## src/rtl/univ_shift_reg.sv

```systemverilog
// Parametrised universal shift register: hold, shift, rotate, load, sync set/clear,
// plus a saturating count of serial bits shifted in since the last load/set/clear.
module univ_shift_reg #(
  parameter int               WIDTH     = 4,
  parameter logic [WIDTH-1:0] RESET_VAL = '0,
  parameter int               CW        = $clog2(WIDTH + 1)
) (
  input  logic             CLK,
  input  logic             CLR,
  input  logic             EN,
  input  logic [2:0]       MODE,
  input  logic [WIDTH-1:0] D,
  input  logic             SIR,
  input  logic             SIL,
  output logic [WIDTH-1:0] Q,
  output logic             SOR,
  output logic             SOL,
  output logic [CW-1:0]    CNT,
  output logic             FULL
);

  localparam logic [2:0] MODE_HOLD = 3'b000;
  localparam logic [2:0] MODE_SHR  = 3'b001;
  localparam logic [2:0] MODE_SHL  = 3'b010;
  localparam logic [2:0] MODE_ROR  = 3'b011;
  localparam logic [2:0] MODE_ROL  = 3'b100;
  localparam logic [2:0] MODE_LOAD = 3'b101;
  localparam logic [2:0] MODE_SET  = 3'b110;
  localparam logic [2:0] MODE_ZERO = 3'b111;

  localparam logic [CW-1:0] CNT_MAX = CW'(WIDTH);

  logic [WIDTH-1:0] q_reg;
  logic [WIDTH-1:0] q_next;
  logic [CW-1:0]    cnt_reg;
  logic [CW-1:0]    cnt_next;
  logic [CW-1:0]    cnt_inc;

  // Both shift directions count toward the serial fill; the count sticks at WIDTH.
  assign cnt_inc = (cnt_reg == CNT_MAX) ? cnt_reg : cnt_reg + CW'(1);

  always_comb begin
    q_next   = q_reg;
    cnt_next = cnt_reg;
    if (EN) begin
      case (MODE)
        MODE_HOLD: begin
          q_next   = q_reg;
          cnt_next = cnt_reg;
        end
        MODE_SHR: begin
          q_next   = {SIR, q_reg[WIDTH-1:1]};
          cnt_next = cnt_inc;
        end
        MODE_SHL: begin
          q_next   = {q_reg[WIDTH-2:0], SIL};
          cnt_next = cnt_inc;
        end
        MODE_ROR: q_next = {q_reg[0], q_reg[WIDTH-1:1]};
        MODE_ROL: q_next = {q_reg[WIDTH-2:0], q_reg[WIDTH-1]};
        MODE_LOAD: begin
          q_next   = D;
          cnt_next = '0;
        end
        MODE_SET: begin
          q_next   = '1;
          cnt_next = '0;
        end
        MODE_ZERO: begin
          q_next   = '0;
          cnt_next = '0;
        end
        default: begin
          q_next   = q_reg;
          cnt_next = cnt_reg;
        end
      endcase
    end
  end

  always_ff @(posedge CLK or posedge CLR) begin
    if (CLR) begin
      q_reg   <= RESET_VAL;
      cnt_reg <= '0;
    end else begin
      q_reg   <= q_next;
      cnt_reg <= cnt_next;
    end
  end

  // Outputs are decoded from registered state only, so nothing passes straight through.
  assign Q    = q_reg;
  assign SOR  = q_reg[0];
  assign SOL  = q_reg[WIDTH-1];
  assign CNT  = cnt_reg;
  assign FULL = (cnt_reg == CNT_MAX);

endmodule

```

## config.mk

```make
export PLATFORM = sky130hd
export DESIGN_NAME = univ_shift_reg
export DESIGN_NICKNAME = d
export VERILOG_FILES = /design/src/rtl/univ_shift_reg.sv
export SDC_FILE = /design/constraint.sdc
export NUM_CORES = 1
export LEC_CHECK = 0
export CAP_MARGIN = 20
export CELL_PAD_IN_SITES_DETAIL_PLACEMENT = 1
export CELL_PAD_IN_SITES_GLOBAL_PLACEMENT = 1
export CORE_ASPECT_RATIO = 1.1
export CORE_UTILIZATION = 32
export CTS_CLUSTER_DIAMETER = 100
export CTS_CLUSTER_SIZE = 28
export DETAILED_ROUTE_END_ITERATION = 8
export PLACE_DENSITY_LB_ADDON = 0.1
export SYNTH_ARGS = -nofsm -noshare
export SYNTH_HDL_FRONTEND = slang
export SYNTH_SLANG_ARGS = --single-unit
```

## constraint.sdc

```tcl
create_clock -name CLK -period 1.5 [get_ports CLK]
set_input_delay 0.375 -clock CLK [delete_from_list [all_inputs] [get_ports CLK]]
set_output_delay 0.375 -clock CLK [all_outputs]
set_load 0.05 [all_outputs]
```

==> run_results.csv, run 1 <==
group,metric,value,unit
outcome,outcome,"finished with violations",
outcome,failed_checks,"negative setup slack",
finish,final_core_utilization,59.66,%
clock_tree,clkSinkCount,7,
power_and_ir_drop,power_density,1403,nW/um^2
sta,slew_headroom,78.53,%
grt,track_usage,21.09,%
logic_synthesis,avgSynthCellArea,10.16,sq um
placement,dp_hpwl,1397,microns
critical_path,path_cells,"inv_2, ha_4, and2_4, buf_12",
die,start_util,34.02,%
sta,maxSlewViolCount,0,
logic_synthesis,ys.warnings.count,0,
logic_synthesis,synth-edff-count,0,
logic_synthesis,ys_seq_area_share,29.23,%
grt,grt_pass1_vias,640,
die,rows,16,
logic_synthesis,mappedNetlistArea,599.3,sq um
sta,min_period,1544,ps
sta,finClkSkew,0.1131,ps
critical_path,crit_path_start_kind,"register",
sta,setup_viol,1,
drt,viasPerCell,5.324,
logic_synthesis,syn_inst,59,
grt,grt_pass1_wl,3056,microns
sta,finalHoldViolations,0,
logic_synthesis,synth_top_area_share,29.23,%
die,fp.coreArea,1762,sq um
critical_path,cp.required,1120,ps
finish,nets,108,
clock_tree,h-tree-depth,1,
drt,drt_iter0_drc,7,
clock_tree,cts_buffers,3,
worst_hold_path,hold_class,"primary input to async pin",
placement,detailed_place.area,994.7,sq um
finish,drive_above_1_share,41.94,%
power_and_ir_drop,power.leakage,0.4849,nW
clock_tree,cts.path.max_buffers,2,
logic_synthesis,async_reset_ff_share,100.0,%
drt,antenna_left,0,
logic_synthesis,synth.most_common_cell,"dfrtp_1",
clock_tree,cts.clk_slew.worst_paths,50,ps
die,fp.dieW,43.26,microns
grt,grt.overflow.total,0,
drt,drt-total-wl,1872,microns
clock_tree,cts_tree,"done",
critical_path,crit_fanout,2,
critical_path,crit_slowest_cell,"dfrtp_2",
placement,gp_congestion,0.7330,
critical_path,worst_ep_arrival_time,1170,ps
logic_synthesis,synth_ff_type,"dfrtp_1",
sta,clock.fmax,647.5,MHz
logic_synthesis,synthTopCellsByCount,"7 x dfrtp_1, 4 x inv_1, 4 x nand2b_1, 4 x nand3b_1",
critical_path,worst_setup_path_end_kind,"output port",
drt,drc_errors,0,
placement,io_buffers,21,
logic_synthesis,synth.distinct_cells,34,
sta,max_slew.worst_pin.slew,322.0,ps
logic_synthesis,synthesis.nets,73,
drt,wire_per_inst,16.86,microns
power_and_ir_drop,ir_drop,1.014,mV
critical_path,critPathKind,"register to output port",
critical_path,max_stage_delay,420,ps
sta,setup_slack,-44.47,ps
run,drv_cap,0,
die,ios,22,
grt,antenna_found_initial,0,
drt,drtPass1Iterations,3,
grt,grt_max_degree,16,
clock_tree,cts_hold_buffers,0,
finish,antenna_cells,0,
die,die-height,47.39,microns
die,die-area,2050,sq um
logic_synthesis,synth_area_leader_cell,"dfrtp_1",
sta,rsz0062_at_grt,"true",
drt,dr_total_vias,591,
finish,area_growth_syn_to_layout,75.37,%
logic_synthesis,ys_top_cells_by_area,"dfrtp_1 29%, buf_6 5.6%, nand3b_1 5.0%, ha_1 4.2%, nand2b_1 4.2%",
finish,design_area,1051,sq um
logic_synthesis,ys_seq_elements,7,
sta,finalCritPeriodShare,103.0,%
clock_tree,clock_tree.root_cell,"clkbuf_4",
clock_tree,worstSkewPairLatency,260,ps
## final timing paths
path / start / endpoint / slack (ps) / cells after the start
min reg2reg: Q[2] / Q[2] / 610 / 1
max in group asynchronous: CLR / CNT[1] / 890 / 2
max: CNT[1] / FULL / -40 / 4
min in group CLK: Q[2] / Q[2] / 610 / 1
max reg2reg: CNT[1] / CNT[0] / 110 / 5
min: CLR / CNT[2] / 360 / 2
## routing by layer
| layer | routed length, microns | part of all wire (%) | track usage (%) |
|---|---|---|---|
| met1 | 716 | 38 | 22.63 |
| met2 | 1074 | 57 | 42.09 |
| met3 | 67 | 3.6 | 5.769 |
| met4 | 13 | 0.69 | 3.636 |
| met5 | 0 | 0 | 0 |
## state kept, by name, indices dropped and copies added, names as in the netlist
signal and cells:
Q 4, CNT 3
## what timing repair did
action / 4_1_cts / 5_1_grt
pin swaps: 1 / 0
buffers inserted: 1 / 1
gates resized for setup: 5 / 1
endpoints found under the hold margin: 0 / 0
endpoints found under the setup margin: 6 / 6
## area by class of cell
type                    count  area [sq um]
well taps                  18         22.52
repair buffers             37         446.7
fillers                   183         710.7
multi-input cells          41         362.8
clock buffers               4         26.28
flip-flops and latches      7         177.7
inverters                   4         15.01
## power breakdown
group | total (mW) | leakage (nW) | internal, mW | switching, mW
logic | 0.968 | 0.386 | 0.496 | 0.472
clock network | 0.177 | 0.0150 | 0.102 | 0.0747
registers | 0.331 | 0.0841 | 0.247 | 0.0837
## cell usage in the layout, fill, tap and decap left out, drive strengths merged, types with 4 or more instances in the layout
| cell | Yosys | layout |
|---|---|---|
| clkdlybuf4s50 | 0 | 8 |
| nand2b | 5 | 5 |
| buf | 7 | 26 |
| nand3b | 4 | 4 |
| clkbuf | 0 | 4 |
| dfrtp | 7 | 7 |
| inv | 4 | 4 |
## worst max-delay path: cells and delay by family (launching register included)
family | cells | cell delay, ps
adder cells (fa/ha/maj) | 1 | 140
buffers and inverters | 2 | 210
AND/OR/NAND/NOR | 1 | 150
flip-flops | 1 | 420
## kinds of logic after synthesis
family / count (synthesis) / share of synthesized area [%]
simple gates: 15 / 16.49
buf+inv: 11 / 12.73
compound gates: 21 / 32.15
flops: 7 / 29.23
mux: 3 / 5.219
fa+ha+maj: 2 / 4.175
## through the flow
stage	cells	TNS, ps	power, mW	hold slack [ps]	setup slack (ps)
after detailed placement	105	-1763	1.233	559.5	-305.6
after CTS	110	-28.13	1.463	362.9	-28.13
after floorplan	59	-9.347	0.7644	178.3	-9.347
after global routing	111	-76.02	1.551	409.5	-76.02
after global placement	105	-1636	1.209	544.6	-294.2
final	111	-44.47	1.475	359.1	-44.47
Power figures use the tool's default switching activity.
==> run 2: changes to the inputs <==
Settings changed: CORE_ASPECT_RATIO 1.1 to unset, SETUP_SLACK_MARGIN set to 0.02.
==> run 2 against run 1 <==
The run still ends with negative setup slack left. Via count down 0.17%. Clock power up 5%. Utilization up 1.6 points. Die area about the same. Register-to-register slack worse by 50 ps. Worst hold slack worse by 7.8 ps. Cell count up 7.2%. Fmax up 1.7%. Worst setup slack better by 26 ps. Sequential share of layout area down 0.30 points. First-iteration DRC count down 57%. Global-route usage down 0.95 points. Largest cell class unchanged.
==> run_results.csv, run 2 (synthesis gave the netlist of run 1 again) <==
group,metric,value,unit
critical_path,path_cells,"inv_2, ha_4, and2_4, buf_12",
placement,dp_hpwl,1414,microns
sta,finalHoldViolations,0,
clock_tree,cts.path.max_buffers,2,
drt,viasPerCell,4.958,
sta,maxSlewViolCount,0,
critical_path,crit_fanout,2,
power_and_ir_drop,pwr-share-seq,22.0,%
power_and_ir_drop,clockPowerShare,12.5,%
drt,drt_iter0_drc,3,
finish,drive_above_1_share,43.62,%
critical_path,critPathKind,"register to output port",
finish,nets,109,
sta,finalCritPeriodShare,101.2,%
grt,grt_max_degree,11,
critical_path,crit_slowest_cell,"dfrtp_2",
outcome,failed_checks,"negative setup slack",
grt,antenna_found_initial,0,
sta,whs,351.3,ps
clock_tree,worstSkewPairLatency,260,ps
finish,final_core_utilization,61.29,%
power_and_ir_drop,swShare,42.73,%
drt,highest_layer,"met4",
worst_hold_path,hold_class,"primary input to async pin",
clock_tree,cts.clk_slew.worst_paths,60,ps
sta,clock.fmax,658.6,MHz
critical_path,cp.required,1120,ps
power_and_ir_drop,combPwrFrac,65.5,%
critical_path,max_stage_delay,410,ps
drt,met3_length,72,microns
power_and_ir_drop,total_power,1.491,mW
drt,dr_total_vias,590,
critical_path,worst_ep_arrival_time,1140,ps
die,die-height,45.28,microns
sta,slew_headroom,74.84,%
run,drv_cap,0,
critical_path,rr_worst_depth,6,
die,rows,15,
drt,drc_errors,0,
sta,rsz0062_at_grt,"true",
drt,met1_length,676,microns
drt,wl_met2,1043,microns
grt,grt.overflow.total,0,
die,start_util,34.34,%
grt,grt_pass1_vias,618,
critical_path,crit_path_start_kind,"register",
sta,finClkSkew,0.2927,ps
clock_tree,h-tree-depth,1,
sta,min_period,1518,ps
drt,wire_per_inst,15.25,microns
finish,mostFrequentLayoutCells,"16 x buf_4, 11 x buf_12, 8 x clkdlybuf4s50_1",
die,fp.dieW,45.28,microns
critical_path,path_depth,4,
grt,grt_pass1_wl,2760,microns
critical_path,worst_setup_path_end_kind,"output port",
critical_path,path_buf_inv,2,
die,ios,22,
finish,mostFrequentLayoutCell,"buf_4",
critical_path,cp_top_family,"flip-flops",
sta,max_slew.worst_pin.slew,377.4,ps
die,fp.coreArea,1745,sq um
sta,setup_viol,1,
finish,antenna_cells,0,
finish,area_growth_syn_to_layout,78.50,%
critical_path,rrSetupSlack,60,ps
finish,n_fill_cell,192,
drt,drt-total-wl,1815,microns
clock_tree,cts_hold_buffers,0,
critical_path,regToRegEndpoint,"CNT[0]",
power_and_ir_drop,p_sw,0.6374,mW
clock_tree,clock_tree.root_cell,"clkbuf_4",
clock_tree,clkSinkCount,7,
die,die-area,2050,sq um
power_and_ir_drop,power_density,1394,nW/um^2
sta,fin_tns_setup,-18.30,ps
placement,dp_slack,-326.7,ps
power_and_ir_drop,power.internal,0.8541,mW
critical_path,crit_path_end,"FULL",
critical_path,r2r_start,"CNT[0]",
finish,largest_reg_flops,4,
power_and_ir_drop,ir_drop,0.7401,mV
clock_tree,cts_tree,"done",
clock_tree,cts_buffers,3,
placement,gp_congestion,0.7295,
outcome,outcome,"finished with violations",
critical_path,startpoint,"CNT[0]",
drt,drtPass1Iterations,4,
placement,io_buffers,21,
drt,antenna_left,0,
power_and_ir_drop,power.leakage,0.4887,nW
grt,track_usage,20.13,%
sta,setup_slack,-18.30,ps
## run 2: cell count changes in the layout (fill, tap and decap cells not counted)
| cell | delta |
|---|---|
| buf_4 | +2 |
| a311oi_2 | +1 |
| a311oi_1 | -1 |
| buf_6 | -1 |
## run 2: how the worst min path moves through the flow
stage | depth (start not counted) | slack, ps | from | endpoint
after floorplan | 1 | 180 | CLR | CNT[2]
final | 2 | 350 | CLR | CNT[2]
after detailed placement | 2 | 600 | CNT[1] | CNT[1]
after global routing | 2 | 360 | CLR | CNT[2]
after CTS | 2 | 350 | CLR | CNT[2]
after global placement | 2 | 590 | CNT[1] | CNT[1]
## run 2: metrics by stage
stage | cell area (sq um) | cells
3_5_place_dp | 973.4 | 108
3_3_place_gp | 973.4 | 108
5_1_grt | 1070 | 119
6_report | 1070 | 119
2_1_floorplan | 605.6 | 59
4_1_cts | 1046 | 117
## run 2: final cells by class
cell class                 instances  area (sq um)  share of cell area (%)
tap                               25         31.28                   2.924
inverter                           4         15.01                   1.404
multi-input combinational         41         369.1                   34.50
clock buffer                       4         26.28                   2.456
timing repair buffer              38         450.4                   42.11
sequential                         7         177.7                   16.61
## run 2: timing repair
action,4_1_cts,5_1_grt
buffers inserted,5,2
resized for setup,4,2
pin swaps,4,3
endpoints found under the setup margin,4,5
## run 2: power by group through the flow
stage | registers, mW | clock network [mW] | logic (mW)
floorplan | 0.499 | 0 | 0.266
global placement | 0.341 | 0 | 0.844
detailed placement | 0.343 | 0 | 0.869
CTS | 0.329 | 0.195 | 0.966
global route | 0.333 | 0.205 | 1.03
finish | 0.328 | 0.186 | 0.977
## run 2: metal layers
metal  up-vias  track usage, %
met2        12           39.71
met3         4           7.600
met5         -               0
li1        288               -
met1       286           18.18
met4         0           7.273
==> run 3: changes to the inputs <==
Settings changed: CAP_MARGIN 20 to unset.
==> results of run 3 <==
Final layout, timing and power as in run 2 (identical DEF).
